[config.mk]
export PLATFORM = sky130hd
export DESIGN_NAME = record_dispatcher
export DESIGN_NICKNAME = d
export VERILOG_FILES = /design/src/rtl/record_dispatcher.sv
export SDC_FILE = /design/constraint.sdc
export NUM_CORES = 1
export LEC_CHECK = 0
export BUFFER_PORTS_ARGS = -buffer_cell sky130_fd_sc_hd__buf_2
export CORE_AREA = 2 2 661 663
export CTS_BUF_LIST = sky130_fd_sc_hd__clkbuf_4 sky130_fd_sc_hd__clkbuf_8
export CTS_CLUSTER_DIAMETER = 80
export DETAILED_ROUTE_END_ITERATION = 7
export DIE_AREA = 0 0 663 665
export PLACE_DENSITY_LB_ADDON = 0.3
export SLEW_MARGIN = 10
export SYNTH_ARGS = -nofsm -noshare
export SYNTH_HDL_FRONTEND = slang
export SYNTH_SLANG_ARGS = --single-unit
[constraint.sdc]
create_clock -name clk -period 6.4 [get_ports clk]
set_input_delay 0.32 -clock clk [delete_from_list [all_inputs] [get_ports clk]]
set_output_delay 0.32 -clock clk [all_outputs]
set_load 0.005 [all_outputs]
[src/rtl/record_dispatcher.sv]
// record_dispatcher: pulls records from the stream elements in strict ring order,
// hands them round-robin to the compression engines, and logs the engine order
// so the downstream merger can restore stream order.
module record_dispatcher #(
    parameter int NUM_SOURCES      = 4,
    parameter int NUM_ENGINES      = 2,
    parameter int RECORD_BYTES     = 34,
    parameter int COUNT_W          = 6,
    parameter int ORDER_FIFO_DEPTH = 8,
    parameter int ENG_IDX_W        = (NUM_ENGINES > 1) ? $clog2(NUM_ENGINES) : 1
) (
    input  logic                                    clk,
    input  logic                                    reset,
    input  logic [NUM_SOURCES*RECORD_BYTES*8-1:0]   src_data,
    input  logic [NUM_SOURCES*COUNT_W-1:0]          src_count,
    output logic [NUM_SOURCES-1:0]                  src_taken,
    output logic [NUM_ENGINES*RECORD_BYTES*8-1:0]   eng_data,
    output logic [NUM_ENGINES*COUNT_W-1:0]          eng_count,
    output logic [NUM_ENGINES-1:0]                  eng_valid,
    input  logic [NUM_ENGINES-1:0]                  eng_ready,
    output logic [ENG_IDX_W-1:0]                    ord_engine,
    output logic                                    ord_valid,
    input  logic                                    ord_ready,
    output logic [15:0]                             oversize_drops,
    output logic [15:0]                             dispatched_total
);
    localparam int REC_W   = RECORD_BYTES * 8;
    localparam int SRC_W   = (NUM_SOURCES > 1) ? $clog2(NUM_SOURCES) : 1;
    localparam int FIFO_AW = (ORDER_FIFO_DEPTH > 1) ? $clog2(ORDER_FIFO_DEPTH) : 1;
    localparam logic [COUNT_W-1:0]   MAX_CNT   = COUNT_W'(RECORD_BYTES);
    localparam logic [SRC_W-1:0]     LAST_SRC  = SRC_W'(NUM_SOURCES - 1);
    localparam logic [ENG_IDX_W-1:0] LAST_ENG  = ENG_IDX_W'(NUM_ENGINES - 1);
    localparam logic [FIFO_AW:0]     FIFO_FULL = (FIFO_AW + 1)'(ORDER_FIFO_DEPTH);

    logic [SRC_W-1:0]     src_ptr_reg;
    logic [ENG_IDX_W-1:0] eng_ptr_reg;
    logic                 slot_valid_reg [NUM_ENGINES];
    logic [REC_W-1:0]     slot_data_reg  [NUM_ENGINES];
    logic [COUNT_W-1:0]   slot_count_reg [NUM_ENGINES];

    logic [ENG_IDX_W-1:0] fifo_mem [ORDER_FIFO_DEPTH];
    logic [FIFO_AW-1:0]   wr_ptr_reg, rd_ptr_reg;
    logic [FIFO_AW:0]     fill_reg;

    logic [15:0] drops_reg, total_reg;

    logic [COUNT_W-1:0] cur_cnt;
    logic [REC_W-1:0]   cur_data;
    logic               slot_free, fifo_full, push, pop, fifo_ok, dispatch, drop;

    assign cur_cnt   = src_count[int'(src_ptr_reg)*COUNT_W +: COUNT_W];
    assign cur_data  = src_data[int'(src_ptr_reg)*REC_W +: REC_W];
    assign slot_free = !slot_valid_reg[eng_ptr_reg] || eng_ready[eng_ptr_reg];
    assign fifo_full = (fill_reg == FIFO_FULL);
    assign pop       = ord_valid && ord_ready;
    assign fifo_ok   = !fifo_full || pop;
    // Decisions are gated while reset is held so no source is strobed during reset.
    assign dispatch  = reset && (cur_cnt != '0) && (cur_cnt <= MAX_CNT) && slot_free && fifo_ok;
    assign drop      = reset && (cur_cnt > MAX_CNT);
    assign push      = dispatch;

    // Strobe the current source when its record is consumed (dispatched or dropped).
    always_comb begin
        src_taken = '0;
        if (dispatch || drop) begin
            src_taken[src_ptr_reg] = 1'b1;
        end
    end

    // Ring pointer over sources and round-robin pointer over engines.
    always_ff @(posedge clk or negedge reset) begin
        if (!reset) begin
            src_ptr_reg <= '0;
            eng_ptr_reg <= '0;
        end else begin
            if (dispatch || drop) begin
                src_ptr_reg <= (src_ptr_reg == LAST_SRC) ? '0 : src_ptr_reg + 1'b1;
            end
            if (dispatch) begin
                eng_ptr_reg <= (eng_ptr_reg == LAST_ENG) ? '0 : eng_ptr_reg + 1'b1;
            end
        end
    end

    genvar gi;
    generate
        for (gi = 0; gi < NUM_ENGINES; gi++) begin : g_slot
            // Engine output register: reload wins over a same-cycle transfer.
            always_ff @(posedge clk or negedge reset) begin
                if (!reset) begin
                    slot_valid_reg[gi] <= 1'b0;
                    slot_data_reg[gi]  <= '0;
                    slot_count_reg[gi] <= '0;
                end else if (dispatch && (eng_ptr_reg == ENG_IDX_W'(gi))) begin
                    slot_valid_reg[gi] <= 1'b1;
                    slot_data_reg[gi]  <= cur_data;
                    slot_count_reg[gi] <= cur_cnt;
                end else if (eng_ready[gi]) begin
                    slot_valid_reg[gi] <= 1'b0;
                end
            end

            assign eng_valid[gi]                        = slot_valid_reg[gi];
            assign eng_data[gi*REC_W +: REC_W]          = slot_data_reg[gi];
            assign eng_count[gi*COUNT_W +: COUNT_W]     = slot_count_reg[gi];
        end
    endgenerate

    // Order FIFO storage; contents need no reset since fill_reg gates the head.
    always_ff @(posedge clk) begin
        if (push) begin
            fifo_mem[wr_ptr_reg] <= eng_ptr_reg;
        end
    end

    // Order FIFO pointers and occupancy; push and pop may coincide even when full.
    always_ff @(posedge clk or negedge reset) begin
        if (!reset) begin
            wr_ptr_reg <= '0;
            rd_ptr_reg <= '0;
            fill_reg   <= '0;
        end else begin
            if (push) wr_ptr_reg <= wr_ptr_reg + 1'b1;
            if (pop)  rd_ptr_reg <= rd_ptr_reg + 1'b1;
            if (push && !pop)      fill_reg <= fill_reg + 1'b1;
            else if (pop && !push) fill_reg <= fill_reg - 1'b1;
        end
    end

    assign ord_valid  = (fill_reg != '0);
    assign ord_engine = ord_valid ? fifo_mem[rd_ptr_reg] : '0;

    // Statistics: drops saturate, dispatches wrap.
    always_ff @(posedge clk or negedge reset) begin
        if (!reset) begin
            drops_reg <= '0;
            total_reg <= '0;
        end else begin
            if (drop && (drops_reg != 16'hFFFF)) drops_reg <= drops_reg + 1'b1;
            if (dispatch)                        total_reg <= total_reg + 1'b1;
        end
    end

    assign oversize_drops   = drops_reg;
    assign dispatched_total = total_reg;

endmodule

* After elaboration in Yosys (flattened, before gate mapping)
Memories as Yosys holds them, arrays and structs flattened.
Index checks and enable logic that the tools add are counted.
** Word-level totals
- ROM bits :: 0
- Register bits after elaboration :: 603
- Logic and storage cells :: 80
- Bits in latches :: 0
- Bits in writable memories :: 8
- Output and inout port bits :: 596
- Memories kept :: 1
** Operators by class
- $mul :: 2
- Shifts and indexed selects :: 2
- Equality and inequality tests :: 3
- Div/mod/pow operators :: 0
- Reduce and logical (&&, ||, !) cells :: 24
- $lt $le $gt $ge :: 6
- Add/subtract/negate cells :: 8
- Bitwise gates (word level) :: 2
- Multiplexer cells :: 19
** Memory list
- fifo_mem :: depth 8, bits a word 1, rd ports 1, clocked after Yosys merged registers in 0, wr ports 1, RTL line 41 : logic [ENG_IDX_W-1:0] fifo_mem [ORDER_FIFO_DEPTH];
** Operators by type and width (count)
- variable part select 1088 x 12 -> 272 bit :: 1
- adder 16 x 1 -> 16 bit, second input constant :: 2
- variable part select 24 x 6 -> 6 bit :: 1
- inequality test 16 bit, second input constant :: 1
- two-way mux 1 bit :: 14
- logical AND 1 bit :: 12
- two-way mux 4 bit :: 3
- multiplier 2 x 5 -> 7 bit, second input constant :: 1
- adder 3 x 1 -> 3 bit, second input constant :: 2
- greater-than comparator 6 bit, second input constant :: 1
- <= comparator 6 bit, second input constant :: 1
- nonzero test 2 bit :: 3
- nonzero test 6 bit :: 1
- adder 4 x 1 -> 4 bit, second input constant :: 1
- == test 4 bit, second input constant :: 1
- logical NOT 1 bit :: 4
- multiplier 2 x 2 -> 4 bit, second input constant :: 1
- nonzero test 4 bit :: 1
- subtractor 4 x 1 -> 4 bit, second input constant :: 1
- logical OR 1 bit :: 3
- < comparator 2 x 3 -> 1 bit, second input constant :: 1
- adder 2 x 1 -> 2 bit, second input constant :: 1
- demux 1 bit (select 2 bit) :: 1
- == test 2 bit, second input constant :: 1
- other kinds (7) :: 7

* Depth between registers and ports, before layout
Gate-level depths: netlist (run 1).
- Word-level depth :: 12
- Depth in mapped cells :: 14
- Gate-level depth less buffers :: 13

* Worst setup path before layout (run 1)
OpenSTA, ideal clock, no wires.
- Path kind :: reg-to-reg
- From :: register src_ptr_reg[0]
- To :: register fill_reg[3]
- Setup time :: 122 ps
- Arrival :: 3336 ps
- Stages on the path, launching flop included :: 15
- Buffers on the path :: 1
- Period minus slack after synthesis :: 3459 ps
- Path slack :: 2941 ps
- Cell sequence :: dfrtp_1 buf_6 mux4_2 a2111o_1 and2_1 or3_1 inv_1 ha_1 inv_1 ha_1 a21o_1 a21oi_1 xnor2_1 nor2_1 xnor2_1
** On the way
- Longest elaborated chain between the ends :: 10
- Elaborated cells on any way between the ends :: 13
- Classes of those cells :: mul: 1; order compare: 1; shift: 1; mux: 1; reduce/logical: 9
** RTL lines
- start: declaration :: RTL line 35 : logic [SRC_W-1:0] src_ptr_reg;
- start signal: assignment :: RTL line 77 : src_ptr_reg <= (src_ptr_reg == LAST_SRC) ? '0 : src_ptr_reg + 1'b1;
- multiplier 2 x 2 -> 4 bit (*) :: RTL line 51 : assign cur_cnt = src_count[int'(src_ptr_reg)*COUNT_W +: COUNT_W];
- variable part select 24 x 6 -> 6 bit (*) :: RTL line 51
- parallel branches: the longest is 2 deep, another holds <= comparator 6 bit
- logical AND 1 bit (*) (3 in a row) :: RTL line 58 : assign dispatch = reset && (cur_cnt != '0) && (cur_cnt <= MAX_CNT) && slot_free && fifo_ok;
- named net dispatch :: RTL line 49 : logic slot_free, fifo_full, push, pop, fifo_ok, dispatch, drop;
- logical NOT 1 bit :: RTL line 126 : else if (pop && !push) fill_reg <= fill_reg - 1'b1;
- logical AND 1 bit :: RTL line 126
- nonzero test 2 bit (no source line)
- end signal: assignment :: RTL line 125 : if (push && !pop) fill_reg <= fill_reg + 1'b1;
- end signal: assignment :: RTL line 126
- end: declaration :: RTL line 43 : logic [FIFO_AW:0] fill_reg;
Mark *: on every way through the listed nets, which the timed path passes.
A chain may end at the register's enable or synchronous reset.

* Worst setup path in the final report (run 1)
- From :: register src_ptr_reg[0]
- To :: register slot_data_reg (netlist bit eng_data[257])
** On the way
- Longest elaborated chain between the ends :: 8
- Elaborated cells on any way between the ends :: 11
- Classes of those cells :: mul: 2; order compare: 1; shift: 2; reduce/logical: 6
** RTL lines
- parallel branches: the longest is 8 deep, another holds multiplier 2 x 5 -> 7 bit
- end signal: indexed assignment :: RTL line 96 : slot_data_reg[gi] <= cur_data;
- end: declaration :: RTL line 38 : logic [REC_W-1:0] slot_data_reg [NUM_ENGINES];
Several ways; the timed one is not identified.

==> results of run 1 <==
[kinds of logic (layout without fill, tap and decap cells)]
family                     count (synthesis)  count (layout)  synth area share
other                                      0             207                 0
DFF                                      611             611            0.4988
AOI/OAI and AO/OA                         11              11          0.002443
and+or+nand+nor                          102             102           0.01991
adders and majority gates                 12              12          0.005130
xor gates and xnor gates                  38              38           0.01083
muxes                                    845             845            0.4377
buffers and inverters                    143            2542           0.02512
[synthesized netlist by cell type (6+ instances only)]
master / instances / area [sq um]
dfrtp_1: 603 / 15090
mux2_2: 355 / 3998
mux4_2: 280 / 6306
mux2_4: 209 / 3138
clkbuf_1: 66 / 247.7
buf_2: 38 / 190.2
buf_6: 25 / 281.5
xor2_1: 20 / 175.2
xnor2_1: 18 / 157.7
nor4_1: 17 / 106.4
nand3_1: 15 / 75.07
nand2_1: 12 / 45.04
ha_1: 11 / 137.6
inv_1: 11 / 41.29
nand4_1: 10 / 62.56
edfxtp_1: 8 / 240.2
nor3_1: 8 / 40.04
nor4b_1: 8 / 70.07
nor2b_1: 6 / 37.54
[routing by layer]
layer,vias to the layer above,wire length (um),global-route usage
li1,11780,-,-
met5,-,1616,0
met1,15370,119400,0.1574
met2,2194,158300,0.2459
met4,242,11670,0.04013
met3,969,45110,0.08461
[through the flow]
step	area, sq um	cells	total power [W]	hold WS [ps]
global route	54820	9972	0.02777	-2.876
finish	55150	10100	0.02637	97.73
floorplan	30730	1762	0.01361	24.41
CTS	54630	9895	0.02692	0.6174
global placement	46430	9136	0.02009	223.0
detailed placement	46430	9136	0.02022	222.6
[worst max-delay path by stage]
| stage | start | endpoint | cells after the start |
|---|---|---|---|
| global route | src_ptr_reg[0] | eng_data[257] | 7 |
| global placement | src_ptr_reg[0] | eng_data[55] | 7 |
| finish | src_ptr_reg[0] | eng_data[257] | 7 |
| floorplan | src_ptr_reg[0] | fill_reg[3] | 14 |
| detailed placement | src_ptr_reg[0] | eng_data[55] | 7 |
| CTS | src_ptr_reg[0] | eng_data[55] | 7 |
[cell type report]
class                   count  area, sq um
flip-flops and latches    611        15340
multi-input cells        1008        14650
clock buffers             207         2618
inverters                  11        41.29
well taps                5734         7174
repair buffers           2295        14460
clock inverters            29        349.1
fillers                 49260       378100
diodes                    207        518.0
[critical path: stages (launching register included)]
cell and delay, ps:
dfrtp_4 600, mux4_2 720, or4_1 620, nor3_4 360
buf_4 300, or4_4 800, buf_4 670, mux2_4 360
[power by group]
part	switching [W]	internal, W	total, W
combinational	0.00683	0.00738	0.0142
sequential	0.00127	0.00586	0.00713
clock	0.00217	0.00286	0.00503
[what timing repair did]
action                                 4_1_cts  5_1_grt
resized for setup                            0        0
hold buffers                               523        0
endpoints found under the hold margin      691        0
==> metrics.md, run 1 <==
| Metric | Value |
|---|---|
| Remaining antenna violation count | `0` |
| Chip width | `663 um` |
| Most frequent cells in the layout | `buf_2 (1,711), dfrtp_1 (601), dlygate4sd3_1 (523)` |
| Grt ovf | `0` |
| Initial antenna violation count | `460` |
| Max_cap viols | `0` |
| Residual DRC | `0` |
| Rows | `242` |
| Worst Setup Path Type | `register to register` |
| Tightest Hold Check Type | `primary input to register` |
| Initial Utilization | `0.07092` |
| Yosys cell types | `41` |
| Largest net degree at the start of global routing | `149` |
| Async SR Flop Fraction | `0.9869` |
| Mapped Area | `0.03073 sq mm` |
| Reg-to-Reg End | `eng_data[257]` |
| WL per Instance | `33.27 um` |
| Nets | `5,192` |
| Fin util | `0.1273` |
| WHS Path Cells | `3` |
| CTS tree | `yes` |
| First-pass GRT wire length | `405.8 mm` |
| Synth Flop Type | `dfrtp_1` |
| GRT Resource Usage Total | `0.1470` |
| Drt first pass iters | `5` |
| Worst Tran Pin Value | `1086 ps` |
| Layout cell share with drive strength beyond 1 | `0.6871` |
| Most common cell after layout, fill and taps aside | `buf_2` |
| Syn Inst Count | `1,762` |
| Crit end category | `register` |
| Max_slew headroom | `0.2759` |
| Die Y-Extent | `665 um` |
| EDFF count, synth | `8` |
| Sequential area share after synthesis | `0.4988` |
| R2r worst-path depth | `7` |
| Critical Path Source Type | `register` |
| Setup_tns | `0 ps` |
| Port bufs | `1,712` |
| CP arrival | `5470 ps` |
| Peak VDD IR | `247.2 uV` |
| Pre-CTS setup slack | `1481 ps` |
| Pwr dens | `478.3 mW/mm^2` |
| CTS Buf Count | `136` |
| F_max | `212.5 MHz` |
| Worst Skew | `141.7 ps` |
| H-tree depth | `4` |
| Mapped Nets | `2,891` |
| Clock slew at reported path FFs | `60 ps` |
| Worst hold start | `src_data[418]` |
| Slew Viols, Final | `0` |
| CTS max path bufs | `4` |
| CP Data Required Time | `7160 ps` |
| GP Congestion | `1.029` |
| Clk sink count | `611` |
| Post-CTS Repair Setup Buffers | `0` |
| Fin crit period | `4706 ps` |
| Syn_area_per_cell | `17.44 sq um` |
| Worst r2r src | `src_ptr_reg[0]` |
| Final setup vio count | `0` |
| Die ar. | `0.4409 sq mm` |
| Final hold vios | `0` |
| Number of global-route vias before repair | `30,350` |
| Period utilisation layout | `0.7354` |
| CTS root buffer | `clkbuf_8` |
| Yosys warns | `0` |
| Vias | `30,560` |
| LEAKAGE | `23.76 nW` |
| R2r setup slk | `1690 ps` |
| Worst-Skew Late Latency | `1020 ps` |
| Initial DRC Count | `2,203` |
| Worst hold endpoint | `eng_data[418]` |
| Status | `completed` |
| WL final | `336.1 mm` |
| CP max FO | `31` |
| Area grow syn2layout | `79.45%` |
| Core area | `0.4333 sq mm` |
| Max FFs per register | `544` |
| Fin worst setup slack | `1694 ps` |
| Dpl hpwl | `299.4 mm` |
| Vias/cell | `3.025` |
| FF+latch count, synth | `611` |
| RSZ-0062 raised after global routing | `false` |
| Io pins | `1,713` |
(Power assumes the default switching activity.)
==> run 2, diff against run 1 <==
--- a/config.mk
+++ b/config.mk
@@ -5,12 +5,13 @@
 export SDC_FILE = /design/constraint.sdc
 export NUM_CORES = 1
 export LEC_CHECK = 0
+export ABC_AREA = 1
 export BUFFER_PORTS_ARGS = -buffer_cell sky130_fd_sc_hd__buf_2
-export CORE_AREA = 2 2 661 663
+export CORE_AREA = 2 2 668 670
 export CTS_BUF_LIST = sky130_fd_sc_hd__clkbuf_4 sky130_fd_sc_hd__clkbuf_8
 export CTS_CLUSTER_DIAMETER = 80
 export DETAILED_ROUTE_END_ITERATION = 7
-export DIE_AREA = 0 0 663 665
+export DIE_AREA = 0 0 670 672
 export PLACE_DENSITY_LB_ADDON = 0.3
 export SLEW_MARGIN = 10
 export SYNTH_ARGS = -nofsm -noshare
==> constraint.sdc (replaced) <==
create_clock -name clk -period 4.5 [get_ports clk]
set_input_delay 0.225 -clock clk [delete_from_list [all_inputs] [get_ports clk]]
set_output_delay 0.225 -clock clk [all_outputs]
set_load 0.005 [all_outputs]
==> run 2 against run 1 <==
Compared with the run above:
- hold slack better by 16 ps
- sequential share of layout area down 1.6 points
- synthesized area up 7.9%
- final cell count up 27%
- clock power up 54%
- largest cell class is now buffers
- global-route usage up 2.1 points
==> metrics.md, run 2 <==
| Metric | Value |
|---|---|
| Largest net degree at the start of global routing | `165` |
| Net Switching | `0.02344 W` |
| R2r worst-path depth | `13` |
| Share of the synthesized area in the top cell type | `0.4551` |
| Worst Setup Path Type | `register to register` |
| Slew Viols, Final | `0` |
| Crit end category | `register` |
| Initial antenna violation count | `416` |
| Critical Path Source Type | `register` |
| Io pins | `1,713` |
| Combinational Power Share | `0.615` |
| Fin crit period | `4204 ps` |
| Yosys cell types | `34` |
| Synth Flop Type | `dfrtp_1` |
| Clock power share | `0.173` |
| EDFF count, synth | `8` |
| CTS max path bufs | `4` |
| Dpl hpwl | `327.6 mm` |
| Final hold vios | `0` |
| Residual DRC | `0` |
| CP max FO | `61` |
| Worst-Skew Late Latency | `1000 ps` |
| Period utilisation layout | `0.9342` |
| Synth area leaders | `dfrtp_1 (46%), nand2_1 (14%), nand4_1 (11%), o21ai_0 (8.3%), nor2_1 (6.6%)` |
| Switching Share | `0.5251` |
| CP Data Required Time | `5250 ps` |
| Grt ovf | `0` |
| Most common cell after layout, fill and taps aside | `buf_2` |
| Filler Cell Count | `51,970` |
| Port bufs | `1,712` |
| Worst hold endpoint | `eng_data[265]` |
| Internal | `0.02120 W` |
| Syn Inst Count | `4,441` |
| Multi-input gate area | `0.01584 sq mm` |
| WL final | `395.5 mm` |
| Area after DPL | `0.04905 sq mm` |
| Reg power frac | `0.212` |
| Clk sink count | `611` |
| Synth top cells by count | `nand2_1 (1,263), dfrtp_1 (603), nor2_1 (583)` |
| Drt first pass iters | `5` |
| Die Y-Extent | `672 um` |
| First-pass GRT wire length | `497.2 mm` |
| Mapped Area | `0.03315 sq mm` |
| H-tree depth | `4` |
| Status | `completed` |
| CTS root buffer | `clkbuf_8` |
| WHS Path Cells | `5` |
| Setup_tns | `0 ps` |
| Initial DRC Count | `3,422` |
| Final Instance Area | `0.05852 sq mm` |
| Worst r2r src | `src_ptr_reg[0]` |
| Clock slew at reported path FFs | `50 ps` |
| CP arrival | `4950 ps` |
| Max_slew headroom | `0.1635` |
| Rows | `245` |
| Reg-to-Reg End | `eng_data[218]` |
| Initial Utilization | `0.07474` |
| CTS tree | `yes` |
| Async SR Flop Fraction | `0.9869` |
| Vias/cell | `3.591` |
| Area leader, netlist | `dfrtp_1` |
| Max_cap viols | `0` |
| Layout cell share with drive strength beyond 1 | `0.3201` |
| R2r setup slk | `300 ps` |
| Area grow syn2layout | `76.50%` |
| Most frequent cells in the layout | `buf_2 (1,711), nand2_1 (1,263), dfrtp_1 (600)` |
| GRT Resource Usage Total | `0.1684` |
| Syn_area_per_cell | `7.466 sq um` |
| Peak VDD IR | `620.1 uV` |
| Sequential area share after synthesis | `0.4624` |
| Pwr dens | `763.0 mW/mm^2` |
| Most frequent cell after synthesis | `nand2_1` |
| Final setup vio count | `0` |
| Chip width | `670 um` |
| GP Congestion | `0.9227` |
| FF+latch count, synth | `611` |
| Max FFs per register | `544` |
| Register area | `0.01534 sq mm` |
| CTS Buf Count | `147` |
| Number of global-route vias before repair | `44,530` |
| Die ar. | `0.4502 sq mm` |
| Mapped Nets | `5,570` |
| LEAKAGE | `27.47 nW` |
| Core area | `0.4436 sq mm` |
| F_max | `237.9 MHz` |
| Worst hold start | `src_data[1081]` |
| Worst Skew | `135.6 ps` |
| WL per Instance | `30.81 um` |
| Tightest Hold Check Type | `primary input to register` |
| Worst Tran Pin Value | `1242 ps` |
| RSZ-0062 raised after global routing | `false` |
| Remaining antenna violation count | `0` |
| Nets | `7,741` |
| Yosys warns | `0` |
| Vias | `46,090` |
-- run 2: changes by cell type in the layout (fill, tap and decap cells not counted), moves of 92 or more --
cell	delta
buf_4	+92
mux2_4	-209
nand2_1	+1251
o22ai_1	+271
nor2_1	+576
nand4_1	+549
mux4_2	-280
mux2_2	-354
o21ai_0	+538
-- run 2: layout make-up --
class / count / area share
Antenna cell: 191 / 0.008168
Clock buffer: 217 / 0.04730
Clock inverter: 36 / 0.007740
Inverter: 37 / 0.002908
Multi-Input combinational cell: 3357 / 0.2707
Sequential cell: 611 / 0.2622
Tap cell: 5928 / 0.1268
Timing Repair Buffer: 2458 / 0.2742
-- run 2: cells by family after synthesis --
kind of cell | Yosys count | share of synthesized area
AO/OA/AOI/OAI | 836 | 0.1374
XOR/XNOR | 32 | 0.008454
adder cells (fa/ha/maj) | 12 | 0.004755
buffers and inverters | 473 | 0.06072
flip-flops | 611 | 0.4624
multiplexers | 1 | 0.0003396
AND/OR/NAND/NOR | 2476 | 0.3259
-- run 2: per-stage QoR --
stage                     instances  hold slack, ps  utilization  total power, W  setup WS, ps
final                         12840           113.5       0.1319         0.04465         296.2
after global routing          12770           39.85       0.1315         0.04755         10.37
after CTS                     12640           3.191       0.1308         0.04578         68.81
after detailed placement      11820           128.3       0.1106         0.03504         822.7
after global placement        11810           129.1       0.1105         0.03507         650.9
after floorplan                4441          -70.59            -         0.02002          1547
-- run 2: power groups by stage --
stage | clock, W | sequential, W | combinational, W
2_1_floorplan | 0 | 0.00947 | 0.0106
3_3_place_gp | 0 | 0.00953 | 0.0255
3_5_place_dp | 0 | 0.00951 | 0.0255
4_1_cts | 0.00811 | 0.00947 | 0.0282
5_1_grt | 0.00829 | 0.00974 | 0.0295
6_report | 0.00774 | 0.00945 | 0.0274
-- run 2: metal layers --
| layer | vias up | GRT usage | part of all wire |
|---|---|---|---|
| met2 | 2521 | 0.2961 | 0.49 |
| met5 | - | 0 | 0.0037 |
| met4 | 224 | 0.06269 | 0.047 |
| li1 | 19970 | - | - |
| met3 | 1024 | 0.06597 | 0.096 |
| met1 | 22350 | 0.1816 | 0.36 |
-- run 2: worst max path at each step --
stage,startpoint,end,slack (ps),cells after the start
floorplan,src_ptr_reg[0],fill_reg[3],1550,21
global placement,src_ptr_reg[0],fill_reg[3],650,19
detailed placement,src_ptr_reg[0],fill_reg[3],820,18
CTS,src_ptr_reg[0],src_taken[0],70,13
global route,src_ptr_reg[0],src_taken[0],10,13
finish,src_ptr_reg[0],eng_data[218],300,13
-- run 2: worst max-delay path, stage by stage, from the launching register on --
cell and delay (ps):
dfrtp_4 640, inv_16 160, nand2_1 110, nand3_1 60
dlygate4sd3_1 570, nand2_1 140, inv_1 110, o21ai_4 80
dlygate4sd3_1 620, buf_12 240, nand3_4 420, buf_12 340
nand2_1 170, nand2_1 60
-- run 2: repair_timing --
item                       in CTS  in global routing
resized for setup               0                  1
hold endpoints to repair      736                  0
hold buffers                  575                  0
setup buffers                   0                  1
setup endpoints to repair       0                  4
